### src/rtl/pixel_plane_fetch.sv
// pixel_plane_fetch
//   Turns one scanned {row, column, bit-plane} pixel load into a framebuffer
//   read. When the read data returns, it picks the requested bit plane out of
//   each of the six colour channels and drives the HUB75 rgb lines. It also
//   owns the double-buffer select. A swap requested by the writer takes
//   effect only at a frame boundary.
//
// Ports
//   clk_in, reset_n        clock, synchronous active-low reset
//   pixel_load_en          this cycle's column/row/mask is one pixel load
//   column_address         column being loaded
//   row_address            sub-panel row being loaded
//   brightness_mask        one-hot bit-plane select
//   row_latch              row latch strobe from the scan generator
//   swap_req / swap_ack    writer swap request (level) / one-cycle swap done
//   active_buffer          buffer currently displayed
//   ram_rd_en/addr/data    framebuffer read port, data = {Rt,Gt,Bt,Rb,Gb,Bb}
//   rgb_top, rgb_bot       {R,G,B} plane bits for top and bottom halves
//   rgb_valid              rgb_* carry a fetched pixel
//   err_mask               sticky flag for a load with a non-one-hot mask
//
// Handshake: there is no back-pressure. A load is accepted in every cycle
// where pixel_load_en=1. Its pixel appears with rgb_valid=1 exactly
// RAM_LATENCY+1 cycles later. rgb_valid=0 always comes with blank rgb lines.
module pixel_plane_fetch #(
    parameter int COL_BITS        = 6,
    parameter int ROW_BITS        = 4,
    parameter int BRIGHTNESS_BITS = 8,
    parameter int RAM_LATENCY     = 1
) (
    input  logic                               clk_in,
    input  logic                               reset_n,
    input  logic                               pixel_load_en,
    input  logic [COL_BITS-1:0]                column_address,
    input  logic [ROW_BITS-1:0]                row_address,
    input  logic [BRIGHTNESS_BITS-1:0]         brightness_mask,
    input  logic                               row_latch,
    input  logic                               swap_req,
    output logic                               swap_ack,
    output logic                               active_buffer,
    output logic                               ram_rd_en,
    output logic [ROW_BITS+COL_BITS:0]         ram_rd_addr,
    input  logic [6*BRIGHTNESS_BITS-1:0]       ram_rd_data,
    output logic [2:0]                         rgb_top,
    output logic [2:0]                         rgb_bot,
    output logic                               rgb_valid,
    output logic                               err_mask
);

    localparam int B = BRIGHTNESS_BITS;

    typedef enum logic [1:0] {
        IDLE    = 2'd0,
        PENDING = 2'd1,
        ACK     = 2'd2,
        RELEASE = 2'd3
    } swap_state_t;

    swap_state_t state;
    swap_state_t state_next;

    logic frame_end;
    logic do_swap;
    logic mask_onehot;

    logic [RAM_LATENCY-1:0] vld_pipe;
    logic [B-1:0]           mask_pipe [RAM_LATENCY];
    logic [B-1:0]           mask_d;
    logic                   vld_d;
    logic [5:0]             plane_bits;

    // Last plane of the last row closes the frame.
    assign frame_end = row_latch && (row_address == '1) && (brightness_mask == B'(1));
    assign do_swap   = (state == PENDING) && swap_req && frame_end;

    // A one-hot mask is non-zero and has no second set bit.
    assign mask_onehot = (brightness_mask != '0) &&
                         ((brightness_mask & (brightness_mask - B'(1))) == '0);

    // ---------------- swap FSM: state register ----------------
    always_ff @(posedge clk_in) begin
        if (!reset_n) begin
            state         <= IDLE;
            active_buffer <= 1'b0;
        end else begin
            state <= state_next;
            if (do_swap) begin
                active_buffer <= ~active_buffer;
            end
        end
    end

    // ---------------- swap FSM: next state ----------------
    always_comb begin
        state_next = state;
        case (state)
            IDLE:    if (swap_req) state_next = PENDING;
            // Withdrawal wins over a coincident frame end.
            PENDING: if (!swap_req) state_next = IDLE;
                     else if (frame_end) state_next = ACK;
            ACK:     state_next = RELEASE;
            // The request must drop before another swap can be armed.
            RELEASE: if (!swap_req) state_next = IDLE;
            default: state_next = IDLE;
        endcase
    end

    // ---------------- swap FSM: outputs ----------------
    always_comb begin
        swap_ack = (state == ACK);
    end

    // ---------------- read issue ----------------
    // The address uses the registered buffer select. A load in the toggle
    // cycle therefore still reads the old buffer.
    always_comb begin
        ram_rd_en   = 1'b0;
        ram_rd_addr = '0;
        if (reset_n) begin
            ram_rd_en   = pixel_load_en;
            ram_rd_addr = {active_buffer, row_address, column_address};
        end
    end

    // ---------------- mask / valid alignment with read data ----------------
    always_ff @(posedge clk_in) begin
        if (!reset_n) begin
            vld_pipe <= '0;
            for (int i = 0; i < RAM_LATENCY; i++) begin
                mask_pipe[i] <= '0;
            end
        end else begin
            vld_pipe[0]  <= pixel_load_en;
            mask_pipe[0] <= brightness_mask;
            for (int i = 1; i < RAM_LATENCY; i++) begin
                vld_pipe[i]  <= vld_pipe[i-1];
                mask_pipe[i] <= mask_pipe[i-1];
            end
        end
    end

    assign vld_d  = vld_pipe[RAM_LATENCY-1];
    assign mask_d = mask_pipe[RAM_LATENCY-1];

    // Channel k sits at bits [k*B +: B]. k=5 is Rt and k=0 is Bb.
    always_comb begin
        plane_bits = '0;
        for (int k = 0; k < 6; k++) begin
            plane_bits[k] = |(ram_rd_data[k*B +: B] & mask_d);
        end
    end

    // ---------------- registered outputs ----------------
    always_ff @(posedge clk_in) begin
        if (!reset_n) begin
            rgb_valid <= 1'b0;
            rgb_top   <= 3'b000;
            rgb_bot   <= 3'b000;
            err_mask  <= 1'b0;
        end else begin
            rgb_valid <= vld_d;
            rgb_top   <= vld_d ? plane_bits[5:3] : 3'b000;
            rgb_bot   <= vld_d ? plane_bits[2:0] : 3'b000;
            if (pixel_load_en && !mask_onehot) begin
                err_mask <= 1'b1;
            end
        end
    end

endmodule

### config.mk
export PLATFORM = sky130hd
export DESIGN_NAME = pixel_plane_fetch
export DESIGN_NICKNAME = d
export VERILOG_FILES = /design/src/rtl/pixel_plane_fetch.sv
export SDC_FILE = /design/constraint.sdc
export NUM_CORES = 1
export LEC_CHECK = 0
export CAP_MARGIN = 40
export CORE_MARGIN = 8
export CORE_UTILIZATION = 32
export CTS_CLUSTER_SIZE = 12
export DETAILED_ROUTE_END_ITERATION = 12
export PLACE_DENSITY = 0.94
export SETUP_SLACK_MARGIN = 0.05
export SYNTH_ARGS = -nofsm -noshare
export SYNTH_HDL_FRONTEND = slang
export SYNTH_SLANG_ARGS = --single-unit
### constraint.sdc
create_clock -name clk_in -period 2.7 [get_ports clk_in]
set_clock_uncertainty 0.15 [all_clocks]
set_input_delay 0.405 -clock clk_in [delete_from_list [all_inputs] [get_ports clk_in]]
set_output_delay 0.405 -clock clk_in [all_outputs]
set_load 0.01 [all_outputs]
==> flow_summary.ini <==
[detailed_routing]
drt-vias-per-instance = 5.31
first_pass_iteration_count_of_the_detailed_router = 4
wl_per_cell_um = 17.1
wl_um = 3910
drc = 0
drt_first_iter_violations = 56
vias = 1216
ant_nets = 0

[die]
rows = 20
io_pins = 93
core_region_area_um2 = 2980
dieWidth_um = 71.4
start_util_pct = 33.0
die_y_um = 71.4
dieArea_um2 = 5100

[synth]
seq_area_frac_synth_pct = 40.8
yosys.cell_types.count = 29
yosys_most_used_dff = sky130_fd_sc_hd__dfxtp_1
synth_edf_count = 0
synthesis.instances = 102
synth_area_per_cell_um2 = 9.63
synth_nets = 173
synth_async_sr_flop_share_pct = 0
synthesis.yosys.warnings = 0
number_of_synthesized_register_bits = 20
post_synth_design_cell_area_um2 = 982

[finish]
nets = 269
syn_to_final_growth_pct = 100
postLayoutCoreUtil_pct = 66.1
insertedDiodeCount = 0
fillerInstances = 245
drive_above_1_share_pct = 5.61

[critical_path]
register_to_register_setup_slack_ns = 1.15
path_max_fanout = 16
critPathSlowestCell = sky130_fd_sc_hd__clkdlybuf4s50_1
cp_num_cells = 4
worstPathBufferInverterCount = 3
crit_family = buffers and inverters
worstSetupStartpoint = reset_n
critPathMaxStageDelay_ns = 0.73
crit_arrival_ns = 1.94
worstRegToRegCells = 4
worstSetupEndpointType = output pin
critical_path.reg2reg.endpoint = active_buffer
cp_cell_sequence = clkdlybuf4s50_1 > nand2_1 > inv_1 > clkdlybuf4s50_1
critPathRequiredTime_ns = 2.14
worstSetupPathType = in -> out
crit_path_to = ram_rd_en
cp_common_cell = sky130_fd_sc_hd__clkdlybuf4s50_1
start_kind = primary input

[sta]
timing.max_slew.rel_slack_pct = 71.7
period_share_pct = 92.4
setup_repair_after_global_routing_missed_its_margin = no
final_total_negative_setup_slack_ns = 0
final_critical_delay_including_setup_and_external_delays_ns = 2.49
achievable-frequency_mhz = 401
timing_hold_violations_final = 0
worstMarginPinSlew_ns = 0.424
final_max_slew_viol_count = 0
setup_viol = 0

[grt]
grt_overflow_total = 0
grt_pass1_vias = 1356
grt_start_max_net_pins = 17
gr-usage-all-layers_pct = 15.4
first_pass_grt_wire_length_um = 6150
initial_antenna_violation_count = 0

[placed_design]
hpwl_um = 3260
io_buffers = 92
gp_congestion = 0.806

[status]
status = complete, no violations

[clock_tree]
library_cell_used_as_clock_root_buffer = sky130_fd_sc_hd__clkbuf_4
cts_max_path_buffers = 2
cts_resized = 0
cts_hold_buffers = 0
cts.clk_slew.worst_paths_ns = 0.11
htree_num_levels = 1
tritoncts = built
clock_sink_count = 20
post-cts-setup-buffers = 0
clock_insertion_delay_worst_skew_ns = 0.29
numCtsBuffers = 3

[run]
max-cap-violations = 0

[power_and_ir_drop]
powerDensity_nw_per_um2 = 335
ir_worst_vdd_mv = 0.205
p_leak_nw = 0.726
design_power_total_uw = 659

[hold_path]
class_of_the_tightest_hold_or_removal_check = reg -> reg
[kinds of logic after synthesis]
kind of cell / synth area share (%)
buffers and inverters: 1.91
AO/OA/AOI/OAI: 28.2
adder cells (fa/ha/maj): 1.02
AND/OR/NAND/NOR: 25.7
flip-flops: 40.8
multiplexers: 1.53
XOR/XNOR: 0.892
[cells in the mapped netlist (2+ instances only)]
library cell / number / area share, %
sky130_fd_sc_hd__dfxtp_1: 20 / 41
sky130_fd_sc_hd__nand2_1: 3 / 1.1
sky130_fd_sc_hd__o21ai_0: 2 / 1.0
sky130_fd_sc_hd__and2_1: 18 / 11
sky130_fd_sc_hd__inv_1: 3 / 1.1
sky130_fd_sc_hd__a22oi_1: 24 / 18
sky130_fd_sc_hd__nor2b_1: 2 / 1.3
sky130_fd_sc_hd__a41oi_1: 6 / 5.4
sky130_fd_sc_hd__nor2_1: 3 / 1.1
sky130_fd_sc_hd__clkbuf_1: 2 / 0.76
[registers in the layout, summed over array words and instances (netlist names), named ones only]
signal         count
err_mask           1
vld_d              1
mask_pipe          8
rgb_top            3
state              1
active_buffer      1
rgb_valid          1
rgb_bot            3
[worst min path at each step]
stage	cells past startpoint	slack, ns	endpoint	startpoint
2_1_floorplan	2	0.34	rgb_valid	vld_d
3_3_place_gp	2	0.30	err_mask	err_mask
3_5_place_dp	2	0.31	err_mask	err_mask
4_1_cts	2	0.33	err_mask	err_mask
5_1_grt	2	0.36	err_mask	err_mask
6_report	2	0.33	err_mask	err_mask
[power by group]
part	internal, mW	switching (mW)	total [mW]
sequential	0.309	0.0159	0.325
combinational	0.140	0.0579	0.198
clock	0.0518	0.0836	0.135
[worst min-delay path, delay by kind of cell, from the launching register on]
family,cells,cell delay (ns)
flops,1,0.33
simple gates,2,0.11
[metal layers]
metal  wire length, um  GRT usage, %  up-vias
li1                  -             -      589
met1              1440          14.1      559
met2              1940          27.8       64
met3               487          8.65        4
met4                44          5.77        0
met5                 0             0        -
[area by class of cell]
cell class / count / area [um^2] / area share [%]
clock buffers: 3 / 22.5 / 1.15
inverters: 3 / 11.3 / 0.573
multi-input cells: 77 / 563 / 28.6
flip-flops and latches: 20 / 400 / 20.4
well taps: 33 / 41.3 / 2.10
repair buffers: 93 / 928 / 47.2
[cells in the final DEF, fill, tap and decap left out]
master,instances
sky130_fd_sc_hd__clkdlybuf4s50_1,92
sky130_fd_sc_hd__a22oi_1,24
sky130_fd_sc_hd__dfxtp_1,20
sky130_fd_sc_hd__and2_1,18
sky130_fd_sc_hd__a41oi_1,6
sky130_fd_sc_hd__nand2_1,3
sky130_fd_sc_hd__inv_1,3
sky130_fd_sc_hd__nor2_1,3
sky130_fd_sc_hd__clkbuf_4,3
sky130_fd_sc_hd__nor2b_1,2
sky130_fd_sc_hd__o21ai_0,2
sky130_fd_sc_hd__and2_2,1
sky130_fd_sc_hd__nand4b_1,1
sky130_fd_sc_hd__nand4_1,1
sky130_fd_sc_hd__or4_4,1
sky130_fd_sc_hd__or3_2,1
sky130_fd_sc_hd__nor4_4,1
sky130_fd_sc_hd__and2b_1,1
sky130_fd_sc_hd__nand2_2,1
sky130_fd_sc_hd__mux2_4,1
sky130_fd_sc_hd__o221a_1,1
sky130_fd_sc_hd__or4_2,1
sky130_fd_sc_hd__xor2_1,1
sky130_fd_sc_hd__nor4b_1,1
sky130_fd_sc_hd__a221oi_1,1
sky130_fd_sc_hd__a31oi_1,1
sky130_fd_sc_hd__maj3_1,1
sky130_fd_sc_hd__or3_1,1
sky130_fd_sc_hd__o211ai_1,1
sky130_fd_sc_hd__nand3_1,1
sky130_fd_sc_hd__buf_4,1
[metrics by stage]
stage / setup WS [ns] / hold slack [ns] / cell area [um^2] / std cells
6_report: 0.206 / 0.330 / 1970 / 229
3_5_place_dp: 0.196 / 0.308 / 1940 / 226
4_1_cts: 0.192 / 0.330 / 1970 / 229
5_1_grt: 0.108 / 0.364 / 1970 / 229
2_1_floorplan: 0.863 / 0.342 / 982 / 102
3_3_place_gp: 0.244 / 0.300 / 1940 / 226
Power figures use the tool's default switching activity.
